===== config.mk =====
export PLATFORM = sky130hd
export DESIGN_NAME = uart_tx_arbiter
export DESIGN_NICKNAME = d
export VERILOG_FILES = /design/src/rtl/uart_pkg.sv /design/src/rtl/uart_baud_cnt.sv /design/src/rtl/uart_tx_arbiter.sv
export SDC_FILE = /design/constraint.sdc
export NUM_CORES = 1
export LEC_CHECK = 0
export CAP_MARGIN = 0
export CORE_ASPECT_RATIO = 1.5
export CORE_MARGIN = 5
export CORE_UTILIZATION = 25
export DETAILED_ROUTE_END_ITERATION = 10
export MAX_ROUTING_LAYER = met4
export SLEW_MARGIN = 20
export SYNTH_ARGS = -nofsm -noshare
export SYNTH_HDL_FRONTEND = slang
export SYNTH_SLANG_ARGS = --single-unit

===== constraint.sdc =====
create_clock -name clk -period 4.5 [get_ports clk]
set_input_delay 0.45 -clock clk [delete_from_list [all_inputs] [get_ports clk]]
set_output_delay 0.45 -clock clk [all_outputs]
set_load 0.02 [all_outputs]

===== src/rtl/uart_pkg.sv =====
// Shared UART constants, FSM encoding and frame lengths.
// Build option: define UART_TX_PARITY_EN to add an even-parity bit to each frame.
package uart_pkg;

   localparam int DATA_BITS  = 8;
   localparam int BAUD_CNT_W = 16;

   localparam logic LINE_IDLE = 1'b1;
   localparam logic START_BIT = 1'b0;
   localparam logic STOP_BIT  = 1'b1;

`ifdef UART_TX_PARITY_EN
   localparam int FRAME_BITS = 11;
   typedef enum logic [2:0] {ST_IDLE, ST_START, ST_DATA, ST_PARITY, ST_STOP} tx_state_e;
`else
   localparam int FRAME_BITS = 10;
   typedef enum logic [2:0] {ST_IDLE, ST_START, ST_DATA, ST_STOP} tx_state_e;
`endif

   typedef enum logic {SRC_CPU, SRC_ECHO} src_e;

   function automatic logic even_parity(input logic [DATA_BITS-1:0] d);
      return ^d;
   endfunction

endpackage


===== src/rtl/uart_baud_cnt.sv =====
// Bit-time down-counter: load restarts a bit period, tick marks its last cycle.
module uart_baud_cnt
   import uart_pkg::*;
#(
   parameter int unsigned BAUD_DIV = 10417
) (
   input  logic clk,
   input  logic reset,
   input  logic load,
   output logic tick
);

   localparam logic [BAUD_CNT_W-1:0] RELOAD = BAUD_CNT_W'(BAUD_DIV - 1);

   logic [BAUD_CNT_W-1:0] cnt;

   // NOTE: sequential state uses non-blocking assignment so every flop samples pre-edge values.
   always_ff @(posedge clk or negedge reset) begin
      if (!reset) begin
         cnt <= '0;
      end else if (load) begin
         cnt <= RELOAD;
      end else if (cnt != '0) begin
         cnt <= cnt - BAUD_CNT_W'(1);
      end
   end

   assign tick = (cnt == '0);

endmodule


===== src/rtl/uart_tx_arbiter.sv =====
// Two-source round-robin arbiter feeding an 8N1 UART transmitter.
// Build option: UART_TX_PARITY_EN inserts an even-parity bit between data and stop.
module uart_tx_arbiter
   import uart_pkg::*;
#(
   parameter int unsigned BAUD_DIV = 10417
) (
   input  logic       clk,
   input  logic       reset,
   input  logic       cpu_req,
   input  logic [7:0] cpu_data,
   output logic       cpu_gnt,
   input  logic       echo_req,
   input  logic [7:0] echo_data,
   output logic       echo_gnt,
   output logic       busy,
   output logic       uart_tx
);

   tx_state_e      state;
   src_e           last_src;
   logic [7:0]     data_q;
   logic [2:0]     bit_idx;
   logic           tick;
   logic           load;
   logic           start_frame;
   logic           pick_cpu;

   assign start_frame = (state == ST_IDLE) && (cpu_req || echo_req);
   // CPU wins unless echo is also asking and the CPU was served last.
   assign pick_cpu    = cpu_req && (!echo_req || last_src == SRC_ECHO);

   // NOTE: load gets a default before any conditional update, so no latch is inferred.
   always_comb begin
      load = start_frame;
      if (tick && state != ST_IDLE && state != ST_STOP) begin
         load = 1'b1;
      end
   end

   uart_baud_cnt #(
      .BAUD_DIV (BAUD_DIV)
   ) u_baud_cnt (
      .clk   (clk),
      .reset (reset),
      .load  (load),
      .tick  (tick)
   );

   always_ff @(posedge clk or negedge reset) begin
      if (!reset) begin
         state    <= ST_IDLE;
         last_src <= SRC_ECHO;
         data_q   <= '0;
         bit_idx  <= '0;
         cpu_gnt  <= 1'b0;
         echo_gnt <= 1'b0;
         busy     <= 1'b0;
         uart_tx  <= LINE_IDLE;
      end else begin
         cpu_gnt  <= 1'b0;
         echo_gnt <= 1'b0;
         case (state)
            ST_IDLE: begin
               if (start_frame) begin
                  state   <= ST_START;
                  busy    <= 1'b1;
                  uart_tx <= START_BIT;
                  bit_idx <= '0;
                  if (pick_cpu) begin
                     cpu_gnt  <= 1'b1;
                     data_q   <= cpu_data;
                     last_src <= SRC_CPU;
                  end else begin
                     echo_gnt <= 1'b1;
                     data_q   <= echo_data;
                     last_src <= SRC_ECHO;
                  end
               end
            end
            ST_START: begin
               if (tick) begin
                  state   <= ST_DATA;
                  uart_tx <= data_q[0];
               end
            end
            ST_DATA: begin
               if (tick) begin
                  bit_idx <= bit_idx + 3'd1;
                  if (bit_idx == 3'd7) begin
`ifdef UART_TX_PARITY_EN
                     state   <= ST_PARITY;
                     uart_tx <= even_parity(data_q);
`else
                     state   <= ST_STOP;
                     uart_tx <= STOP_BIT;
`endif
                  end else begin
                     uart_tx <= data_q[bit_idx + 3'd1];
                  end
               end
            end
`ifdef UART_TX_PARITY_EN
            ST_PARITY: begin
               if (tick) begin
                  state   <= ST_STOP;
                  uart_tx <= STOP_BIT;
               end
            end
`endif
            ST_STOP: begin
               if (tick) begin
                  state   <= ST_IDLE;
                  busy    <= 1'b0;
                  uart_tx <= LINE_IDLE;
               end
            end
            default: begin
               state   <= ST_IDLE;
               busy    <= 1'b0;
               uart_tx <= LINE_IDLE;
            end
         endcase
      end
   end

endmodule


---- Yosys cells after proc, flatten, opt, wreduce, memory -nomap -nowiden ----
Index checks and enable logic that the tools add are counted.
word-level totals
  register bits ........................... 35
  bits of input ports ..................... 20
operators by class
  add/subtract/negate cells ............... 2
  order comparisons ....................... 1
  equality and inequality tests ........... 10
  multiplexer cells ....................... 30
  bitwise operators ....................... 1
  reduce and logical (&&, ||, !) cells .... 19
operators with widths
  operator                                                                number
  16-bit two-way mux                                                      2
  3-bit two-way mux                                                       7
  16-bit logical NOT                                                      1
  16-bit nonzero test                                                     1
  16-bit by 1-bit subtractor with 16-bit output (second input constant)   1
  1-bit two-way mux                                                       15
  3-bit case mux with 4 select lines                                      1
  2-bit != test (second input constant)                                   5
  8-bit two-way mux                                                       1
  3-bit by 2-bit equality test with 1-bit output (second input constant)  2
  3-bit case mux with 2 select lines                                      1
  3-bit AND reduction                                                     2
  5-bit AND reduction                                                     1
  1-bit logical AND                                                       4
  3-bit by 4-bit < comparator with 1-bit output (second input constant)   1
  1-bit case mux with 4 select lines                                      1
  4-bit AND reduction                                                     1
  2-bit nonzero test                                                      2
  3-bit by 1-bit adder with 3-bit output (second input constant)          1
  1-bit binary-select mux with 3-bit select                               1
  3-bit by 1-bit equality test with 1-bit output (second input constant)  1
  3-bit equality test (second input constant)                             1
  3-bit logical NOT                                                       1
  3-bit by 2-bit != test with 1-bit output (second input constant)        1
  other kinds (7)                                                         8

---- Depth between registers and ports, before layout ----
  depth in word-level cells ............... 6
  depth in mapped cells ................... 8

---- By module ----
Synthesis repeated with hierarchy kept, for this count alone.
unflattened totals
  cell total of the unflattened synthesis .. 174
  area total of the unflattened synthesis .. 1,846.8 µm²
modules (own cells, without submodules)
  module           times used  cells an instance  area an instance (µm²)
  uart_tx_arbiter  1           78                 927.1
  uart_baud_cnt    1           96                 919.6

---- Least setup slack after synthesis ----
OpenSTA, ideal clock, no wires.
  path kind ............................... register -> register
  from .................................... reg u_baud_cnt.cnt[0]
  to ...................................... reg state[1]
  arrival time ............................ 1.783 ns
  slack ................................... 2.592 ns
  cell stages (with the launch flop) ...... 9
  path buffers ............................ 1
  clock period less this slack ............ 1.908 ns
  cell sequence ........................... dfrtp_1 > inv_1 > ha_1 > nor3b_1 > nand3_1 > buf_4 > nor2_1 > o221a_2 > mux2_2
on the way
  cells in the longest elaborated chain, start to end .. 3
  elaborated cells on any way between the ends .. 5
  those cells by class .................... eq/ne (3); reduce/logical (2)
RTL lines
  what                               RTL line               source
  start: declaration                 uart_baud_cnt.sv:15    logic [BAUD_CNT_W-1:0] cnt;
  start signal: assignment           uart_baud_cnt.sv:24    cnt <= cnt - BAUD_CNT_W'(1);
  16-bit logical NOT (*)             uart_baud_cnt.sv:28    assign tick = (cnt == '0);
  2-bit != test (no line)            --
  5-bit AND reduction (no line) (*)  --
  end signal: assignment             uart_tx_arbiter.sv:52  state <= ST_IDLE;
  end signal: assignment             uart_tx_arbiter.sv:66  state <= ST_START;
  end signal: assignment             uart_tx_arbiter.sv:83  state <= ST_DATA;
  end: declaration                   uart_tx_arbiter.sv:20  tx_state_e state;
Every way passes the cells marked *; elsewhere a longest branch is shown, timed or not.
A chain may end at the register's enable or synchronous reset.

---- Worst setup path after layout ----
  from .................................... reg u_baud_cnt.cnt[0]
  to ...................................... reg busy
on the way
  cells in the longest elaborated chain, start to end .. 3
RTL lines
  what                           RTL line                source
  16-bit logical NOT             uart_baud_cnt.sv:28
  2-bit != test (no line)        --
  3-bit AND reduction (no line)  --
  end signal: assignment         uart_tx_arbiter.sv:58   busy <= 1'b0;
  end signal: assignment         uart_tx_arbiter.sv:67   busy <= 1'b1;
  end signal: assignment         uart_tx_arbiter.sv:114  busy <= 1'b0;
  end: declaration               uart_tx_arbiter.sv:16   output logic busy,
Every way passes these cells.

==> results.yml <==
run_status:
  status: "finished clean"
synth:
  yosys_warnings: 0
  synth_cells: 174
  ys_seq_area_frac: 0.461
  synth_edf_count: 0
  yosys_register_bits: 34
  postSynth.asyncResetShare: 1.00
  syn-num-nets: 203
  synth_area_um2: 1850
  synth_cell_types: 46
  syn_avg_cell_area_um2: 10.6
  yosys_most_used_dff: "dfrtp_1"
setup_path:
  arrival_ns: 2.69
  reg2regPathDepth: 7
  cp_slowest_stage_delay_ns: 0.43
  crit_type: "flip-flop to flip-flop"
  path_cells: "inv_1 -> ha_1 -> nor3b_1 -> nand3_1 -> nand2b_1 -> a211oi_2 -> mux2_1"
  startpoint_type: "flip-flop"
  crit_fanout: 11
  critPathSlowestCell: "nand2b_1"
  crit_path_end_kind: "flip-flop"
  rrSetupSlack_ns: 1.98
  r2r-start: "u_baud_cnt.cnt[0]$_DFFE_PN0P_"
  worstReg2RegEnd: "busy$_DFFE_PN0P_"
  critPathRequiredTime_ns: 4.67
floorplan:
  core_um2: 7230
  io_pins: 24
  dieArea_um2: 9260
  start_util: 0.256
  rows: 38
  die_y_um: 115
  die_w_um: 80.3
cts:
  clk_latency_ns: 0.29
  clk_pin_slew_ns: 0.08
  clk_path_buf_depth: 2
  cts_made_buffers: 5
  cts_tree: "built"
  ctsHoldBuffers: 0
  cts_setup_buffers: 0
  h-tree-depth: 2
  postCtsResizedCells: 0
  clock-sinks: 34
  cts_root_buf: "clkbuf_8"
power_and_ir_drop:
  total_power_mw: 1.21
  power.switching_mw: 0.449
  p_seq_frac: 0.390
  power_density_nw_per_um2: 534
  power.clock.fraction: 0.197
  peakVddDrop_v: 0.000319
  p_int_mw: 0.763
  p_sw_frac: 0.370
  comb_power_share: 0.414
  power_leakage_nw: 0.938
final_layout:
  final_cell_mix: "dfrtp_1 (32), clkdlybuf4s50_1 (22), inv_1 (15), nor2_1 (15), nand2_1 (12)"
  multi_input_area_um2: 907
  register_area_um2: 853
  antenna_cells: 0
  layout_commonest_cell: "dfrtp_1"
  syn_to_final_growth_pct: 22.6
  fillers: 775
  drive_gt1_frac: 0.114
  nNetsFinal: 229
  final_util: 0.314
route:
  routed_wl_mm: 3.92
  drc: 0
  ant_nets: 0
  drt_iter0_markers: 108
  firstDrtPassIters: 4
  vias: 1408
  avgViaCountPerCell: 4.68
  wl_per_cell_um: 13.0
placement:
  io_buffers: 23
  place_congestion: 0.755
  pre_cts_ws_ns: 1.97
  dp_hpwl_mm: 2.99
timing:
  period_needed_ns: 2.52
  drv_slew: 0
  fmax_mhz: 397
  fin_crit_sh: 0.560
  max_slew_margin: 0.479
  holdWs_ns: 0.231
  hold_viol: 0
  tns_ns: 0
  setup_slack_ns: 1.98
  rsz0062_at_grt: "no"
  fin_worst_skew_ns: 0.00962
  setup_viol_count_final: 0
  tightest_slew_ns: 0.781
grt:
  first_global_vias: 1501
  grt_use_total: 0.0980
  antenna_found_initial: 0
  gr-total-overflow: 0
  grt_max_degree: 35
  grt_first_pass_wirelength_mm: 6.97
hold_path:
  hold_path.class: "primary input to async pin"
job:
  maxCapViolations: 0
==> synth_stat cells, drive strengths merged, types with 3 or more instances <==
library cell,number,area share
buf,4,0.017
nand2,12,0.024
nand4,3,0.010
nand3,5,0.014
ha,9,0.061
dfrtp,32,0.43
a21oi,4,0.011
mux2,3,0.018
xor2,8,0.038
xnor2,4,0.019
o21ai,11,0.030
nor2,15,0.030
inv,15,0.030
a222oi,8,0.043
nor3,6,0.022
==> layer usage <==
layer	wire length (um)	share of wire	track usage	vias to the layer above
met5	0	0	-	-
met4	51	0.013	0.0304	0
met3	184	0.047	0.0259	4
met2	2070	0.53	0.176	34
met1	1610	0.41	0.103	684
li1	-	-	-	686
==> power groups by stage <==
| stage | Clock [mW] | Combinational [mW] | Sequential (mW) |
|---|---|---|---|
| 2_1_floorplan | 0 | 0.365 | 0.474 |
| 3_3_place_gp | 0 | 0.500 | 0.477 |
| 3_5_place_dp | 0 | 0.508 | 0.479 |
| 4_1_cts | 0.247 | 0.510 | 0.473 |
| 5_1_grt | 0.264 | 0.564 | 0.485 |
| 6_report | 0.238 | 0.502 | 0.473 |
==> critical path: cells and delay by family (launching register included) <==
family	cells	cell delay, ns
compound gates	1	0.29
flops	1	0.38
mux	1	0.33
simple gates	3	1.10
fa+ha+maj	1	0.17
buf+inv	1	0.13
==> logic make-up (layout without fill, tap and decap cells) <==
family,count (synthesis),count (layout),synth area share
and+or+nand+nor,55,55,0.161
adders and majority gates,9,9,0.0608
DFF,34,34,0.461
muxes,6,6,0.0480
AOI/OAI and AO/OA,38,38,0.163
buffers and inverters,20,47,0.0493
xor gates and xnor gates,12,12,0.0568
==> state kept, by name (all words and copies together), names as in the netlist <==
register / count
cpu_gnt: 1
echo_gnt: 1
bit_idx: 3
last_src: 1
u_baud_cnt.cnt: 16
uart_tx: 1
state: 2
busy: 1
data_q: 8
==> stage by stage <==
stage / cell area (um^2) / instances
after global placement: 2170 / 293
after global routing: 2270 / 301
after CTS: 2270 / 301
after detailed placement: 2170 / 293
final: 2270 / 301
after floorplan: 1850 / 174
==> worst max path at each step <==
stage	to	startpoint	slack [ns]
finish	busy$_DFFE_PN0P_	u_baud_cnt.cnt[0]$_DFFE_PN0P_	1.98
global route	busy$_DFFE_PN0P_	u_baud_cnt.cnt[0]$_DFFE_PN0P_	1.78
CTS	busy$_DFFE_PN0P_	u_baud_cnt.cnt[0]$_DFFE_PN0P_	1.97
detailed placement	busy$_DFFE_PN0P_	u_baud_cnt.cnt[0]$_DFFE_PN0P_	1.97
global placement	busy$_DFFE_PN0P_	u_baud_cnt.cnt[0]$_DFFE_PN0P_	2.08
floorplan	state[1]$_DFFE_PN0P_	u_baud_cnt.cnt[0]$_DFFE_PN0P_	2.59
==> layout make-up <==
class | count | share of cell area
flip-flops and latches | 34 | 0.376
well taps | 100 | 0.0551
multi-input cells | 120 | 0.400
inverters | 15 | 0.0248
clock buffers | 6 | 0.0364
clock inverters | 2 | 0.00551
repair buffers | 24 | 0.103
Power figures use the tool's default switching activity.
